$ cat config.mk
export PLATFORM = sky130hd
export DESIGN_NAME = alu_md_unit
export DESIGN_NICKNAME = d
export VERILOG_FILES = /design/src/rtl/alu_md_pkg.sv /design/src/rtl/alu_md_iter.sv /design/src/rtl/alu_md_unit.sv
export SDC_FILE = /design/constraint.sdc
export NUM_CORES = 1
export LEC_CHECK = 0
export CAP_MARGIN = 20
export CORE_UTILIZATION = 47
export DETAILED_ROUTE_END_ITERATION = 10
export PLACE_DENSITY_LB_ADDON = 0.1
export SLEW_MARGIN = 40
export SYNTH_ARGS = -nofsm -noshare
export SYNTH_HDL_FRONTEND = slang
export SYNTH_SLANG_ARGS = --single-unit
export TNS_END_PERCENT = 100
$ cat constraint.sdc
create_clock -name iClk -period 3.9 [get_ports iClk]
set_clock_uncertainty 0.1 [all_clocks]
set_input_delay 1.17 -clock iClk [delete_from_list [all_inputs] [get_ports iClk]]
set_output_delay 1.17 -clock iClk [all_outputs]
set_load 0.005 [all_outputs]
$ cat src/rtl/alu_md_pkg.sv
// Shared encodings for the M-extension multiply/divide unit.
package alu_md_pkg;

  localparam logic [2:0] MD_MUL    = 3'b000;
  localparam logic [2:0] MD_MULH   = 3'b001;
  localparam logic [2:0] MD_MULHSU = 3'b010;
  localparam logic [2:0] MD_MULHU  = 3'b011;
  localparam logic [2:0] MD_DIV    = 3'b100;
  localparam logic [2:0] MD_DIVU   = 3'b101;
  localparam logic [2:0] MD_REM    = 3'b110;
  localparam logic [2:0] MD_REMU   = 3'b111;

  localparam logic [6:0] M_FUNCT7    = 7'b0000001;
  localparam logic [2:0] ALUOP_RTYPE = 3'b010;

  typedef enum logic [1:0] {
    IDLE = 2'd0,
    CALC = 2'd1,
    FIX  = 2'd2,
    DONE = 2'd3
  } mdState_e;

endpackage

$ cat src/rtl/alu_md_iter.sv
// One iteration of the multiply (shift-add) or restoring divide (shift-subtract).
// acc holds {hi, lo}: product accumulator for multiply, {remainder, quotient/dividend} for divide.
module alu_md_iter
  import alu_md_pkg::*;
#(
  parameter int XLEN = 32
) (
  input  logic              isDiv,
  input  logic [2*XLEN-1:0] acc,
  input  logic [XLEN-1:0]   b,
  output logic [2*XLEN-1:0] accNext
);

  logic [XLEN:0] sum, trial, diff;

  always_comb begin
    sum     = {1'b0, acc[2*XLEN-1:XLEN]} + {1'b0, b};
    trial   = {acc[2*XLEN-1:XLEN], acc[XLEN-1]};
    diff    = trial - {1'b0, b};
    accNext = '0;
    if (isDiv) begin
      // a borrow out of diff means the trial remainder is below the divisor
      if (!diff[XLEN]) accNext = {diff[XLEN-1:0], acc[XLEN-2:0], 1'b1};
      else             accNext = {trial[XLEN-1:0], acc[XLEN-2:0], 1'b0};
    end else if (acc[0]) begin
      accNext = {sum, acc[XLEN-1:1]};
    end else begin
      accNext = {1'b0, acc[2*XLEN-1:1]};
    end
  end

endmodule

$ cat src/rtl/alu_md_unit.sv
// Iterative RV32M/RV64M multiply/divide unit with valid/ready handshake.
// Operates on magnitudes and applies the result sign in a single FIX cycle.
module alu_md_unit
  import alu_md_pkg::*;
#(
  parameter int XLEN  = 32,
  parameter int CNT_W = $clog2(XLEN) + 1
) (
  input  logic            iClk,
  input  logic            iRstN,
  input  logic [2:0]      iAluOp,
  input  logic [2:0]      iFunct3,
  input  logic [6:0]      iFunct7,
  input  logic [XLEN-1:0] iRs1,
  input  logic [XLEN-1:0] iRs2,
  input  logic            iValid,
  output logic            oReady,
  input  logic            iFlush,
  output logic            oIsMd,
  output logic [XLEN-1:0] oResult,
  output logic            oValid,
  input  logic            iReady
);

  localparam logic [XLEN-1:0] MIN_NEG = {1'b1, {(XLEN-1){1'b0}}};

  mdState_e          state, nextState;
  logic [CNT_W-1:0]  cnt;
  logic [2*XLEN-1:0] acc, accNext, prodS;
  logic [XLEN-1:0]   opnd, magA, magB, fastRes, fixRes, quoS, remS;
  logic [2:0]        op;
  logic              neg, sA, sB, accept, isDiv, divOvf, fast;

  assign oIsMd  = (iAluOp == ALUOP_RTYPE) && (iFunct7 == M_FUNCT7);
  assign oReady = (state == IDLE);
  assign oValid = (state == DONE);
  assign isDiv  = iFunct3[2];
  assign accept = oReady && iValid && oIsMd && !iFlush;

  // Request-side decode: operand signedness, magnitudes and fast-path result
  always_comb begin
    sA = 1'b0;
    sB = 1'b0;
    case (iFunct3)
      MD_MULH, MD_DIV, MD_REM: begin
        sA = iRs1[XLEN-1];
        sB = iRs2[XLEN-1];
      end
      MD_MULHSU: sA = iRs1[XLEN-1];
      default: ;
    endcase
    magA    = sA ? -iRs1 : iRs1;
    magB    = sB ? -iRs2 : iRs2;
    divOvf  = (iFunct3 == MD_DIV || iFunct3 == MD_REM) && (iRs1 == MIN_NEG) && (&iRs2);
    fast    = isDiv && ((iRs2 == '0) || divOvf);
    if (iRs2 == '0) fastRes = iFunct3[1] ? iRs1 : '1;
    else            fastRes = iFunct3[1] ? '0 : iRs1;
  end

  alu_md_iter #(.XLEN(XLEN)) uIter (
    .isDiv  (op[2]),
    .acc    (acc),
    .b      (opnd),
    .accNext(accNext)
  );

  always_comb begin
    prodS = neg ? -acc : acc;
    quoS  = neg ? -acc[XLEN-1:0] : acc[XLEN-1:0];
    remS  = neg ? -acc[2*XLEN-1:XLEN] : acc[2*XLEN-1:XLEN];
    case (op)
      MD_MUL:                       fixRes = prodS[XLEN-1:0];
      MD_MULH, MD_MULHSU, MD_MULHU: fixRes = prodS[2*XLEN-1:XLEN];
      MD_DIV, MD_DIVU:              fixRes = quoS;
      default:                      fixRes = remS;
    endcase
  end

  always_comb begin
    nextState = state;
    case (state)
      IDLE: if (accept) nextState = fast ? DONE : CALC;
      CALC: begin
        if (iFlush)                 nextState = IDLE;
        else if (cnt == CNT_W'(1))  nextState = FIX;
      end
      FIX:  nextState = iFlush ? IDLE : DONE;
      DONE: if (iFlush || iReady) nextState = IDLE;
      default: nextState = IDLE;
    endcase
  end

  always_ff @(posedge iClk or negedge iRstN) begin
    if (!iRstN) state <= IDLE;
    else        state <= nextState;
  end

  always_ff @(posedge iClk or negedge iRstN) begin
    if (!iRstN) begin
      cnt     <= '0;
      acc     <= '0;
      opnd    <= '0;
      op      <= MD_MUL;
      neg     <= 1'b0;
      oResult <= '0;
    end else begin
      case (state)
        IDLE: if (accept) begin
          op  <= iFunct3;
          neg <= (iFunct3[2] && iFunct3[1]) ? sA : (sA ^ sB);
          cnt <= CNT_W'(XLEN);
          // multiply iterates over B in the low word; divide shifts the dividend out of it
          if (isDiv) begin
            opnd <= magB;
            acc  <= {{XLEN{1'b0}}, magA};
          end else begin
            opnd <= magA;
            acc  <= {{XLEN{1'b0}}, magB};
          end
          if (fast) oResult <= fastRes;
        end
        CALC: begin
          acc <= accNext;
          cnt <= cnt - CNT_W'(1);
        end
        FIX: if (!iFlush) oResult <= fixRes;
        default: ;
      endcase
    end
  end

endmodule

==> impl_metrics.json <==
{
  "synth_nets": 2195,
  "async_flop_share_pct": 100,
  "slew_headroom_pct": 26.4,
  "drtIter0Drc": 1849,
  "setup_violations": 0,
  "hp-class": "flip-flop to flip-flop",
  "final_core_util_pct": 60.9,
  "io_buffer_count": 116,
  "seq_area_um2": 3510,
  "seqPwrFrac_pct": 33.2,
  "antenna_cells": 0,
  "multi_input_area_um2": 11100,
  "cp-start-kind": "primary input",
  "min_to": "oResult[7]$_DFFE_PN0P_",
  "start_util_pct": 48.1,
  "synth_area_um2": 15300,
  "detail-route-antenna-nets": 0,
  "max_freq_mhz": 258,
  "final.fill_count": 2937,
  "yosys_warnings": 0,
  "cts_tree": "built",
  "die_w_um": 182,
  "ys.flop_type": "dfrtp_1",
  "ys_seq_area_share_pct": 23.0,
  "finalHoldViolCount": 0,
  "critical_path_class": "primary input to flip-flop",
  "p_leak_uw": 0.00816,
  "hold_buffers": 0,
  "reg2reg_to": "acc[44]$_DFFE_PN0P_",
  "first_pass_iters": 7,
  "coreArea_um2": 31700,
  "power_density_nw_per_um2": 243,
  "arrival_ns": 4.12,
  "cp.required_ns": 4.15,
  "power_frac_clock_pct": 36.5,
  "max_cap_viol_count": 0,
  "synth_common_cells": "a21oi_1, nand2_1, o21ai_0",
  "yosys-top-cells-area": "dfrtp_1, a21oi_1, ha_1",
  "crit_path_end_kind": "flip-flop",
  "r2r_start": "acc[44]$_DFFE_PN0P_",
  "antenna_found_initial": 0,
  "vias": 17669,
  "switching_share_pct": 35.2,
  "area_growth_pct": 26.6,
  "p_int_uw": 3040,
  "synthCells": 2040,
  "wl_per_cell_um": 24.5,
  "synth_top_cell_area_share_pct": 23.0,
  "synth_cell_types": 78,
  "fin_crit_sh_pct": 99.3,
  "io_pins": 117,
  "worst_pin_slew_ns": 1.10,
  "clockBufferDepth": 2,
  "die_area_um2": 33200,
  "clk_latency_ns": 0.47,
  "power_switching_uw": 1650,
  "period_minus_slack_ns": 3.87,
  "drive_gt1_share_pct": 16.2,
  "grt_pass1_wl_um": 98800,
  "vias_per_cell": 6.56,
  "synth_seq_cells": 140,
  "synth_edf_count": 0,
  "track_usage_pct": 39.3,
  "reg2reg_depth": 11,
  "rows": 65,
  "clkSlewWorstSetupHoldPaths_ns": 0.06,
  "gp_congestion": 0.985,
  "synth_most_common_cell": "a21oi_1",
  "dp_hpwl_um": 51000,
  "synth_largest_area_cell": "dfrtp_1",
  "drc": 0,
  "combinationalPowerShare_pct": 30.3,
  "clock-root-buffer": "clkbuf_16",
  "die_h_um": 182,
  "numCtsBuffers": 17,
  "overflow": 0,
  "syn_avg_cell_area_um2": 7.48,
  "grt_max_degree": 89,
  "peakVddDrop_mv": 0.360,
  "whs_ns": 0.377,
  "clock-sinks": 140,
  "slew_violations": 0,
  "holdCritStartpoint": "oResult[7]$_DFFE_PN0P_",
  "rrSetupSlack_ns": 0.24,
  "nets": 2432,
  "final_area_um2": 19300,
  "hold_depth": 2,
  "setup-tns-final_ns": 0,
  "routed_wl_um": 66000,
  "first_global_vias": 16402,
  "status": "finished clean",
  "crit_path_max_fanout": 6,
  "place_area_um2": 18400,
  "htreeDepth": 4
}
[routing by layer]
metal	global-route usage [%]	part of all wire [%]	up-vias
met5	0	0	-
met4	16.7	4.4	0
met3	8.52	10	148
met1	54.7	43	8512
li1	-	-	8033
met2	58.6	43	976
[per-stage QoR]
stage / total power (uW) / setup slack, ns / cells
finish: 4690 / 0.0267 / 2692
floorplan: 2310 / 0.153 / 2040
global route: 4850 / -0.0767 / 2692
global placement: 2940 / -0.403 / 2652
CTS: 4630 / 0.00865 / 2686
detailed placement: 2950 / -0.500 / 2652
[registers in the layout (all words and copies together), names as in the netlist]
signal	flops
op	3
cnt	6
oResult	32
neg	1
state	2
opnd	32
acc	64
[layout by cell type, fill, tap and decap left out, types with 67 or more instances in the layout]
master / instances
mux2i_1: 67
inv_1: 74
xnor2_1: 79
nand2_1: 190
clkdlybuf4s50_1: 110
ha_1: 71
o21ai_0: 174
dfrtp_1: 136
xor2_1: 79
a21oi_1: 205
buf_4: 240
nor2_1: 140
[kinds of logic after synthesis]
kind of cell	count (synthesis)	share of synthesized area (%)
muxes	77	5.14
adders and majority gates	74	6.15
AOI/OAI and AO/OA	741	30.9
and+or+nand+nor	616	19.8
buffers and inverters	234	5.96
xor gates and xnor gates	158	9.07
DFF	140	23.0
[critical path, cell delays in order]
cell and delay [ns]:
clkdlybuf4s50_1 0.44, or4_4 0.54, or3_4 0.38, nor4_4 0.15
nor4b_4 0.22, buf_4 0.17, o21ai_1 0.08, nand2_2 0.30
o21ai_4 0.19, buf_6 0.21, o31ai_1 0.25
[how the worst max path moves through the flow]
stage                  start                       to  depth (start not counted)
floorplan            iRs1[2]  oResult[12]$_DFFE_PN0P_                         11
global placement    iRs2[14]  oResult[31]$_DFFE_PN0P_                         11
detailed placement  iRs2[10]  oResult[24]$_DFFE_PN0P_                         11
CTS                 iRs2[10]  oResult[13]$_DFFE_PN0P_                         11
global route        iRs2[11]  oResult[14]$_DFFE_PN0P_                         11
finish              iRs2[11]  oResult[24]$_DFFE_PN0P_                         11
[timing repair]
item	in CTS	in global routing
hold endpoints to repair	0	0
setup endpoints to repair	17	44
cloned	1	4
pin swaps	0	8
setup buffers	1	2
resized for setup	3	48
[layout make-up]
cell class | instances | share of cell area, %
tap | 402 | 2.61
multi-input combinational | 1669 | 57.7
clock buffer | 18 | 2.28
sequential | 140 | 18.2
timing repair buffer | 374 | 17.0
inverter | 75 | 1.46
clock inverter | 14 | 0.797
[power groups by stage]
| stage | Sequential (uW) | Combinational (uW) | Clock [uW] |
|---|---|---|---|
| after global placement | 1580 | 1350 | 0 |
| after detailed placement | 1580 | 1370 | 0 |
| after floorplan | 1560 | 753 | 0 |
| after CTS | 1550 | 1380 | 1700 |
| after global routing | 1560 | 1520 | 1770 |
| final | 1560 | 1420 | 1710 |
Note: power is estimated with default switching activity, not from simulation.
